File: src/rtl/vec_capture_pkg.sv
// Shared types and constants for the vector change-capture stage.
// Holds the FSM state encoding, the drop-counter limits and the default-width entry record.
package vec_capture_pkg;

  typedef enum logic {
    UNPRIMED = 1'b0,
    ARMED    = 1'b1
  } state_t;

  localparam int DROP_CNT_W = 8;
  localparam logic [DROP_CNT_W-1:0] DROP_CNT_MAX = 8'd255;

  localparam int VEC_W = 32;
  localparam int TS_W  = 16;

  // Entry record at default widths, for consumers that decode the trace stream.
  typedef struct packed {
    logic [VEC_W-1:0] vec;
`ifdef VEC_CAPTURE_TIMESTAMP_EN
    logic [TS_W-1:0]  ts;
`endif
  } entry_t;

endpackage

File: src/rtl/vec_change_capture_if.sv
// Valid/ready drain port carrying the captured vector and its timestamp.
// The capture stage drives it as master; the trace consumer is the slave.
interface vec_change_capture_if #(
  parameter int WIDTH    = 32,
  parameter int TS_WIDTH = 16
);
  logic                out_valid;
  logic                out_ready;
  logic [WIDTH-1:0]    out_vec;
  logic [TS_WIDTH-1:0] out_ts;

  modport master (output out_valid, output out_vec, output out_ts, input out_ready);
  modport slave  (input out_valid, input out_vec, input out_ts, output out_ready);
endinterface

File: src/rtl/vec_capture_fifo.sv
// Synchronous FIFO with one-bit-wider pointers for full/empty; head data is visible the cycle after a push.
// Latency 1 cycle; push while full is ignored unless a pop happens in the same cycle.
module vec_capture_fifo #(
  parameter int DW    = 32,
  parameter int DEPTH = 4
) (
  input  logic                     clk,
  input  logic                     rst,
  input  logic                     push,
  input  logic                     pop,
  input  logic [DW-1:0]            wr_dat,
  output logic [DW-1:0]            rd_dat,
  output logic                     full,
  output logic                     empty,
  output logic [$clog2(DEPTH):0]   level
);
  localparam int AW = $clog2(DEPTH);

  logic [AW:0]   wr_ptr_q, wr_ptr_d;
  logic [AW:0]   rd_ptr_q, rd_ptr_d;
  logic [DW-1:0] mem_q [DEPTH];
  logic [DW-1:0] mem_d [DEPTH];

  assign empty  = (wr_ptr_q == rd_ptr_q);
  assign full   = (wr_ptr_q[AW] != rd_ptr_q[AW]) && (wr_ptr_q[AW-1:0] == rd_ptr_q[AW-1:0]);
  assign level  = wr_ptr_q - rd_ptr_q;
  assign rd_dat = mem_q[rd_ptr_q[AW-1:0]];

  // When full, the write slot equals the head slot; the head is read before the write lands.
  always_comb begin
    mem_d    = mem_q;
    wr_ptr_d = wr_ptr_q;
    rd_ptr_d = rd_ptr_q;
    if (push && (!full || pop)) begin
      mem_d[wr_ptr_q[AW-1:0]] = wr_dat;
      wr_ptr_d = wr_ptr_q + 1'b1;
    end
    if (pop && !empty) begin
      rd_ptr_d = rd_ptr_q + 1'b1;
    end
  end

  always_ff @(posedge clk) begin
    if (rst) begin
      wr_ptr_q <= '0;
      rd_ptr_q <= '0;
      for (int i = 0; i < DEPTH; i++) mem_q[i] <= '0;
    end else begin
      wr_ptr_q <= wr_ptr_d;
      rd_ptr_q <= rd_ptr_d;
      mem_q    <= mem_d;
    end
  end
endmodule

File: src/rtl/vec_change_capture.sv
// Captures each change of vec_in (first sample always) into a FIFO; head valid one cycle after capture.
// Backpressure: full FIFO without a pop drops the change and bumps drop_cnt; VEC_CAPTURE_TIMESTAMP_EN adds ts.
module vec_change_capture
  import vec_capture_pkg::*;
#(
  parameter int WIDTH    = 32,
  parameter int DEPTH    = 4,
  parameter int TS_WIDTH = 16
) (
  input  logic                    clk,
  input  logic                    rst,
  input  logic [WIDTH-1:0]        vec_in,
  input  logic                    sample_en,
  vec_change_capture_if.master    out_if,
  output logic [$clog2(DEPTH):0]  fifo_level,
  output logic [DROP_CNT_W-1:0]   drop_cnt
);
`ifdef VEC_CAPTURE_TIMESTAMP_EN
  localparam int EW = WIDTH + TS_WIDTH;
`else
  localparam int EW = WIDTH;
`endif

  state_t                  state_q, state_d;
  logic [WIDTH-1:0]        prev_q, prev_d;
  logic [DROP_CNT_W-1:0]   drop_q, drop_d;
  logic                    capture, push, pop, fifo_full, fifo_empty;
  logic [EW-1:0]           wr_dat, rd_dat;

  assign pop = out_if.out_valid && out_if.out_ready;

  always_comb begin
    state_d = state_q;
    prev_d  = prev_q;
    drop_d  = drop_q;
    capture = sample_en && ((state_q == UNPRIMED) || (vec_in != prev_q));
    // prev follows every capture, so a dropped change is not re-reported later.
    if (capture) begin
      prev_d  = vec_in;
      state_d = ARMED;
      if (fifo_full && !pop && (drop_q != DROP_CNT_MAX)) drop_d = drop_q + 1'b1;
    end
    push = capture && (!fifo_full || pop);
  end

  always_ff @(posedge clk) begin
    if (rst) begin
      state_q <= UNPRIMED;
      prev_q  <= '0;
      drop_q  <= '0;
    end else begin
      state_q <= state_d;
      prev_q  <= prev_d;
      drop_q  <= drop_d;
    end
  end

`ifdef VEC_CAPTURE_TIMESTAMP_EN
  logic [TS_WIDTH-1:0] ts_cnt_q, ts_cnt_d;

  assign ts_cnt_d = ts_cnt_q + 1'b1;

  always_ff @(posedge clk) begin
    if (rst) ts_cnt_q <= '0;
    else     ts_cnt_q <= ts_cnt_d;
  end

  assign wr_dat         = {vec_in, ts_cnt_q};
  assign out_if.out_vec = rd_dat[EW-1 -: WIDTH];
  assign out_if.out_ts  = rd_dat[TS_WIDTH-1:0];
`else
  assign wr_dat         = vec_in;
  assign out_if.out_vec = rd_dat;
  assign out_if.out_ts  = {TS_WIDTH{1'b0}};
`endif

  vec_capture_fifo #(
    .DW    (EW),
    .DEPTH (DEPTH)
  ) u_fifo (
    .clk    (clk),
    .rst    (rst),
    .push   (push),
    .pop    (pop),
    .wr_dat (wr_dat),
    .rd_dat (rd_dat),
    .full   (fifo_full),
    .empty  (fifo_empty),
    .level  (fifo_level)
  );

  assign out_if.out_valid = !fifo_empty;
  assign drop_cnt         = drop_q;
endmodule

File: src/flat_wrapper.sv
// flat-port wrapper written by rule: the top's interface ports become plain ports
module vec_change_capture_flat import vec_capture_pkg::*;
#(
  parameter int WIDTH    = 32,
  parameter int DEPTH    = 4,
  parameter int TS_WIDTH = 16
)
  (clk, rst, vec_in, sample_en, fifo_level, drop_cnt, out_if_out_valid, out_if_out_vec, out_if_out_ts, out_if_out_ready);
  vec_change_capture_if #(.WIDTH(WIDTH), .TS_WIDTH(TS_WIDTH)) out_if_i ();
  input  logic clk;
  input  logic rst;
  input  logic [WIDTH-1:0] vec_in;
  input  logic sample_en;
  output logic [$clog2(DEPTH):0] fifo_level;
  output logic [DROP_CNT_W-1:0] drop_cnt;
  output wire logic [$bits(out_if_i.out_valid)-1:0] out_if_out_valid;
  output wire logic [$bits(out_if_i.out_vec)-1:0] out_if_out_vec;
  output wire logic [$bits(out_if_i.out_ts)-1:0] out_if_out_ts;
  input wire logic [$bits(out_if_i.out_ready)-1:0] out_if_out_ready;
  assign out_if_out_valid = out_if_i.out_valid;
  assign out_if_out_vec = out_if_i.out_vec;
  assign out_if_out_ts = out_if_i.out_ts;
  assign out_if_i.out_ready = out_if_out_ready;
  vec_change_capture #(.WIDTH(WIDTH), .DEPTH(DEPTH), .TS_WIDTH(TS_WIDTH)) u_core (.clk(clk), .rst(rst), .vec_in(vec_in), .sample_en(sample_en), .out_if(out_if_i), .fifo_level(fifo_level), .drop_cnt(drop_cnt));
endmodule
File: config.mk
export PLATFORM = sky130hd
export DESIGN_NAME = vec_change_capture_flat
export DESIGN_NICKNAME = d
export VERILOG_FILES = /design/src/rtl/vec_capture_pkg.sv /design/src/rtl/vec_change_capture_if.sv /design/src/rtl/vec_capture_fifo.sv /design/src/rtl/vec_change_capture.sv /design/src/flat_wrapper.sv
export SDC_FILE = /design/constraint.sdc
export NUM_CORES = 1
export LEC_CHECK = 0
export CORE_MARGIN = 3
export CORE_UTILIZATION = 25
export DETAILED_ROUTE_END_ITERATION = 7
export PLACE_DENSITY = 0.52
export RECOVER_POWER = 100
export SLEW_MARGIN = 10
export SYNTH_ARGS = -nofsm -noshare
export SYNTH_HDL_FRONTEND = slang
export SYNTH_SLANG_ARGS = --single-unit
File: constraint.sdc
create_clock -name clk -period 3.06 [get_ports clk]
set_input_delay 0.612 -clock clk [delete_from_list [all_inputs] [get_ports clk]]
set_output_delay 0.612 -clock clk [all_outputs]
set_load 0.03 [all_outputs]
# == Word-level counts from Yosys, hierarchy flattened ==
# Cells that the tools add are included.
# classes
reduce_logical,15
eq_ne,5
mux,6
bitwise,3
order_cmp,3
addsub,4
# ops
operator,n
bitwise mux 128 bit,1
2-to-1 mux 32 bit,3
binary-select mux 32 bit (select 2 bit),1
demux 32 bit (select 2 bit),1
inequality test 32 bit,1
logical AND 1 bit,9
"adder 8 x 1 -> 8 bit, second input constant",1
"inequality test 8 bit, second input constant",1
"adder 3 x 1 -> 3 bit, second input constant",2
"greater-or-equal comparator 3 bit, second input constant",2
inverter 2 -> 3 bit,2
== test 3 bit,1
logical NOT 1 bit,3
"less-than comparator 3 x 1 -> 1 bit, second input constant",1
subtractor 3 bit,1
== test 2 bit,1
logical OR 1 bit,2
AND reduction 2 bit,1
inequality test 1 bit,1
inverter 1 bit,1
# totals
word_cells,45
inputBits,36
out_inout_bits,60
register_bits,175

# == Longest topological paths before layout ==
# logic_depth
word_depth,7
ltp_mapped,11
mapped_depth_nobuf,7

# == Hierarchy ==
# Synthesis repeated with hierarchy kept, for this count alone.
# hier_totals
hier_cells,766
hier_area_um2,8056.5
# modules_own_cells
module,area_per_inst_um2,instances,cells_per_inst,seq_area_each_um2
vec_capture_fifo,5950.7,1,542,2682.6
vec_change_capture,2105.8,1,224,820.8

# == Worst setup path before layout ==
# OpenSTA, ideal clock, no wires.
# synth_path
path_type,register to register
start,register u_core.u_fifo.rd_ptr_q[1]
end,register u_core.drop_q[6] (netlist: u_core.drop_cnt[6])
required_time_ns,2.939
period_less_slack_ns,3.125
arrival_time_ns,3.003
path_buffers,4
slack_ns,-0.065
setup_ns,0.121
path_stages_with_launch,12
cell_sequence,dfxtp_1 clkbuf_1 buf_1 inv_1 ha_1 nand2_1 or3_1 clkbuf_1 a31o_2 clkbuf_1 nor3_1 mux2_4
# synth_via
elab_chain_cells,7
word_cells_on_any_way,9
cone_classes,2 x eq/ne; 7 x reduce/logical
# synth_lines
item,line_no,rtl
start: declaration,vec_capture_fifo.sv:20,"logic [AW:0] rd_ptr_q, rd_ptr_d;"
start signal: assignment,vec_capture_fifo.sv:50,rd_ptr_q <= rd_ptr_d;
== test 3 bit,vec_capture_fifo.sv:24,assign empty = (wr_ptr_q == rd_ptr_q);
logical NOT 1 bit,vec_change_capture.sv:92,assign out_if.out_valid = !fifo_empty;
logical AND 1 bit,vec_change_capture.sv:30,assign pop = out_if.out_valid && out_if.out_ready;
logical NOT 1 bit,vec_change_capture.sv:41,if (fifo_full && !pop && (drop_q != DROP_CNT_MAX)) drop_d = drop_q + 1'b1;
logical AND 1 bit (*) (2 in a row),vec_change_capture.sv:41,
AND reduction 2 bit (no line) (*),--,
end signal: assignment,vec_change_capture.sv:54,drop_q <= drop_d;
end: declaration,vec_change_capture.sv:26,"logic [DROP_CNT_W-1:0] drop_q, drop_d;"
# Mark *: on every way between the ends. The rest lies on a longest branch, timed or not.
# A chain may end at the register's enable or synchronous reset.

# == Worst setup path after layout ==
# layout_path
start,register u_core.u_fifo.rd_ptr_q[0]
end,output out_if_out_vec[31]
# layout_via
elab_chain_cells,4
# layout_lines
item,line_no,rtl
inverter 2 -> 3 bit (not written as such),vec_capture_fifo.sv:27,assign rd_dat = mem_q[rd_ptr_q[AW-1:0]];
binary-select mux 32 bit (select 2 bit),vec_capture_fifo.sv:27,
2-to-1 mux 32 bit (not written as such) (2 in a row),vec_capture_fifo.sv:27,
end: declaration,flat_wrapper.sv:17,output wire logic [$bits(out_if_i.out_vec)-1:0] out_if_out_vec;
# Every way passes these cells. The select of a mux whose other input is x is not followed.

==> run summary <==
The run finished with clean final reports. Cells with a size suffix above 1 make up 12.1% of the layout. The placeable core region came out at 32600 sq um. The maximum fanout count along the critical path is 34. The clock tree from TritonCTS is yes. Counting flops with a built-in enable in the synthesized netlist gives 0.

The maximum operating frequency is 337 MHz. Detailed placement ended at an HPWL of 14300 microns. In the routed design, unresolved DRC markers number 0. In this run the core area contains 66 standard-cell rows. The first-pass GRT wire length is 33100 microns.

The critical path endpoint category is an output port. The repair_antennas step left the layout with diodes totalling 0. The share of synthesized area in the top cell type comes to 42.2%. Of the total power, registers draw 43.4%.

At the later pin of the worst-skew pair, clock insertion delay measures 0.44 ns. In this run, post-CTS repair resized a total of 2 instances. The vertical die dimension is 188 microns. The share of the clock period used by the worst path came out at 96.9%. The die width is 188 microns. The starting density of the core is 25.5%. For this run, the number of Yosys warnings is 0. By startpoint and endpoint, the worst setup path is classified as register to output port. Of all cell types, the one taking the most synthesized area is sky130_fd_sc_hd__dfxtp_1. The via count of the first global-routing pass came to 5794. The finished layout cell area is 10200 sq um. The number of maximum-capacitance constraint violations came out at 0. The tree is rooted in a sky130_fd_sc_hd__clkbuf_16. The floorplan die area came out at 35400 sq um. Dividing the detail-routed wire length by the instance count gives 16.0 microns. The count of nets left with antenna violations after detail routing is 0. The cell area reported after detailed placement is 9750 sq um.

The least setup slack across all paths after layout came out at 0.0946 ns. Entering global routing, the biggest net connects 83 pins. For this run, the register share of the synthesized area comes to 42.2%. The setup TNS after final layout came out at 0 ns. Sorting the synthesized cells by area gives the leading types as sky130_fd_sc_hd__dfxtp_1, sky130_fd_sc_hd__mux2i_1, sky130_fd_sc_hd__nand2b_1.

The prevailing post-synth register cell is sky130_fd_sc_hd__dfxtp_1. The total setup buffers inserted after CTS came out at 0. The count of endpoints failing hold in the final timing report is 0. The proportion of power drawn by the clock network is 37.7%. Setup slack on the worst reg-to-reg path comes out at 0.62 ns. The switching power as a share of total power came out at 30.3%.

The number of optimization iterations in the first detailed-route pass came out at 4. Summing every instance area after synthesis gives 8300 sq um. The final design utilization is 31.4%. The count of H-tree levels built during CTS came out at 4. The startpoint of the most critical setup path is u_core.u_fifo.rd_ptr_q[0]. The worst-case clock buffer depth came out at 2. The setup clock skew after layout came out at 0.0153 ns.

The global route total overflow came out at 0. The data arrival time of the critical path came out at 2.35 ns. The analysis attributes to net switching a power of 1.70 mW. The area growth from synthesis to layout came out at 23.2%.

The number of nets in the layout is 892. The average instance in the mapped netlist occupies 10.7 sq um. The startpoint identified for the worst hold timing path is u_core.u_fifo.mem_q[65]. Yosys mapped the design onto 40 distinct sky130hd cell types. After clock tree synthesis, the clock-pin slew on the worst setup and hold paths is 0.07 ns.

The count of buffers inserted at the top-level ports came out at 79. The max-slew violation count was 0. The number of antenna violations at the first check in global routing came to 0. The data required time at the worst endpoint came out at 2.45 ns. The weighted congestion at the end of routability-driven global placement is 0.759. The worst voltage drop across the vdd grid came out at 0.000313 V. The total power divided by cell area is 550 nW/um^2.

The post-layout minimum cycle time is 2.97 ns. By count the netlist is led by sky130_fd_sc_hd__dfxtp_1, sky130_fd_sc_hd__nand2b_1, sky130_fd_sc_hd__mux2i_1. The final route contains 5679 vias. Setup violations remaining at the end of the flow were counted as 0. The type of the worst min-delay path is register to register. Synthesis produced a netlist whose cell count is 773. The internal power is 3.92 mW. For this design, the sink count on the clock tree is 175. The average vias per placed instance came out at 4.36. The total clock buffers created by CTS is 17. Combinational logic is responsible for 19.0% of the overall power. The worst setup path is launched from a register. Synthesis inferred 175 register bits. For this run, the total global-route usage over all layers was measured as 12.0%. The share of flip-flops with an asynchronous set or reset after synthesis came out at 0%. The most frequently used cell type in the post-synthesis netlist is sky130_fd_sc_hd__dfxtp_1. Setup repair after global routing left no endpoint under its margin. In this run, the number of DRC markers left after iteration 0 of detailed routing was 274. The worst flop-to-flop path startpoint is u_core.prev_q[21]. The post-placement worst setup slack is -0.124 ns.

The quantity of hold-fixing buffers added after cts is 0. The top-level I/O count is 96. The cell leakage power is 4.12 nW.

The final layout contains routed wiring with a total length of 20800 microns.
[placed cells by master (no fill, tap or decap), types with 19 or more instances in the layout]
master,n
sky130_fd_sc_hd__dfxtp_1,173
sky130_fd_sc_hd__nand2b_1,160
sky130_fd_sc_hd__nand3b_1,32
sky130_fd_sc_hd__mux4_2,32
sky130_fd_sc_hd__o21ai_0,35
sky130_fd_sc_hd__xor2_1,19
sky130_fd_sc_hd__mux2i_1,128
sky130_fd_sc_hd__dlygate4sd3_1,21
sky130_fd_sc_hd__clkdlybuf4s50_1,52
[power groups by stage]
stage / logic, mW / clock network (mW) / registers, mW
2_1_floorplan: 0.714 / 0 / 2.47
3_3_place_gp: 1.13 / 0 / 2.49
3_5_place_dp: 1.13 / 0 / 2.49
4_1_cts: 1.13 / 2.19 / 2.44
5_1_grt: 1.15 / 2.29 / 2.45
6_report: 1.07 / 2.12 / 2.44
[cell type report]
type                    count  area (sq um)
fillers                  3357         22400
multi-input cells         535          4470
flip-flops and latches    175          3510
repair buffers            111          1100
well taps                 442           553
clock buffers              17           425
clock inverters            15           148
inverters                   7          26.3
[layer usage]
layer	track usage, %	vias to the layer above	wire [microns]
met2	19.7	79	9820
met4	3.46	0	266
met3	2.20	19	607
li1	-	2826	-
met5	0	-	0
met1	16.3	2755	10100
[flip-flops by register name, indices dropped and copies added, names as in the netlist]
signal,flops
u_core.u_fifo.rd_ptr_q,3
u_core.drop_cnt,8
u_core.prev_q,32
u_core.u_fifo.wr_ptr_q,3
u_core.state_q,1
u_core.u_fifo.mem_q,128
[logic make-up (layout without fill, tap and decap cells)]
family	Yosys count	count (layout)	synth area share [%]
simple gates	260	260	19.7
flops	175	175	42.2
mux	163	163	24.6
buf+inv	78	150	4.69
compound gates	51	51	3.54
xor+xnor	36	36	3.80
fa+ha+maj	9	9	1.45
other cells	1	16	0.0452
[final timing paths]
path / cells after the start / end
worst min register to register: 2 / u_core.u_fifo.mem_q[65]
worst max-delay path: 3 / out_if_out_vec[31]
worst min-delay path: 2 / u_core.u_fifo.mem_q[65]
worst max register to register: 8 / u_core.u_fifo.wr_ptr_q[0]
[critical path: stages, from the launching register on]
cell	delay, ns
sky130_fd_sc_hd__dfxtp_2	0.35
sky130_fd_sc_hd__buf_8	0.33
sky130_fd_sc_hd__mux4_2	0.61
sky130_fd_sc_hd__clkdlybuf4s50_1	0.62
[through the flow]
stage	hold WS [ns]	cells	total power [mW]
finish	0.471	1302	5.62
global route	0.490	1302	5.89
CTS	0.473	1302	5.76
detailed placement	0.461	1270	3.63
global placement	0.456	1270	3.62
floorplan	0.445	788	3.19
Note: power is estimated with default switching activity, not from simulation.
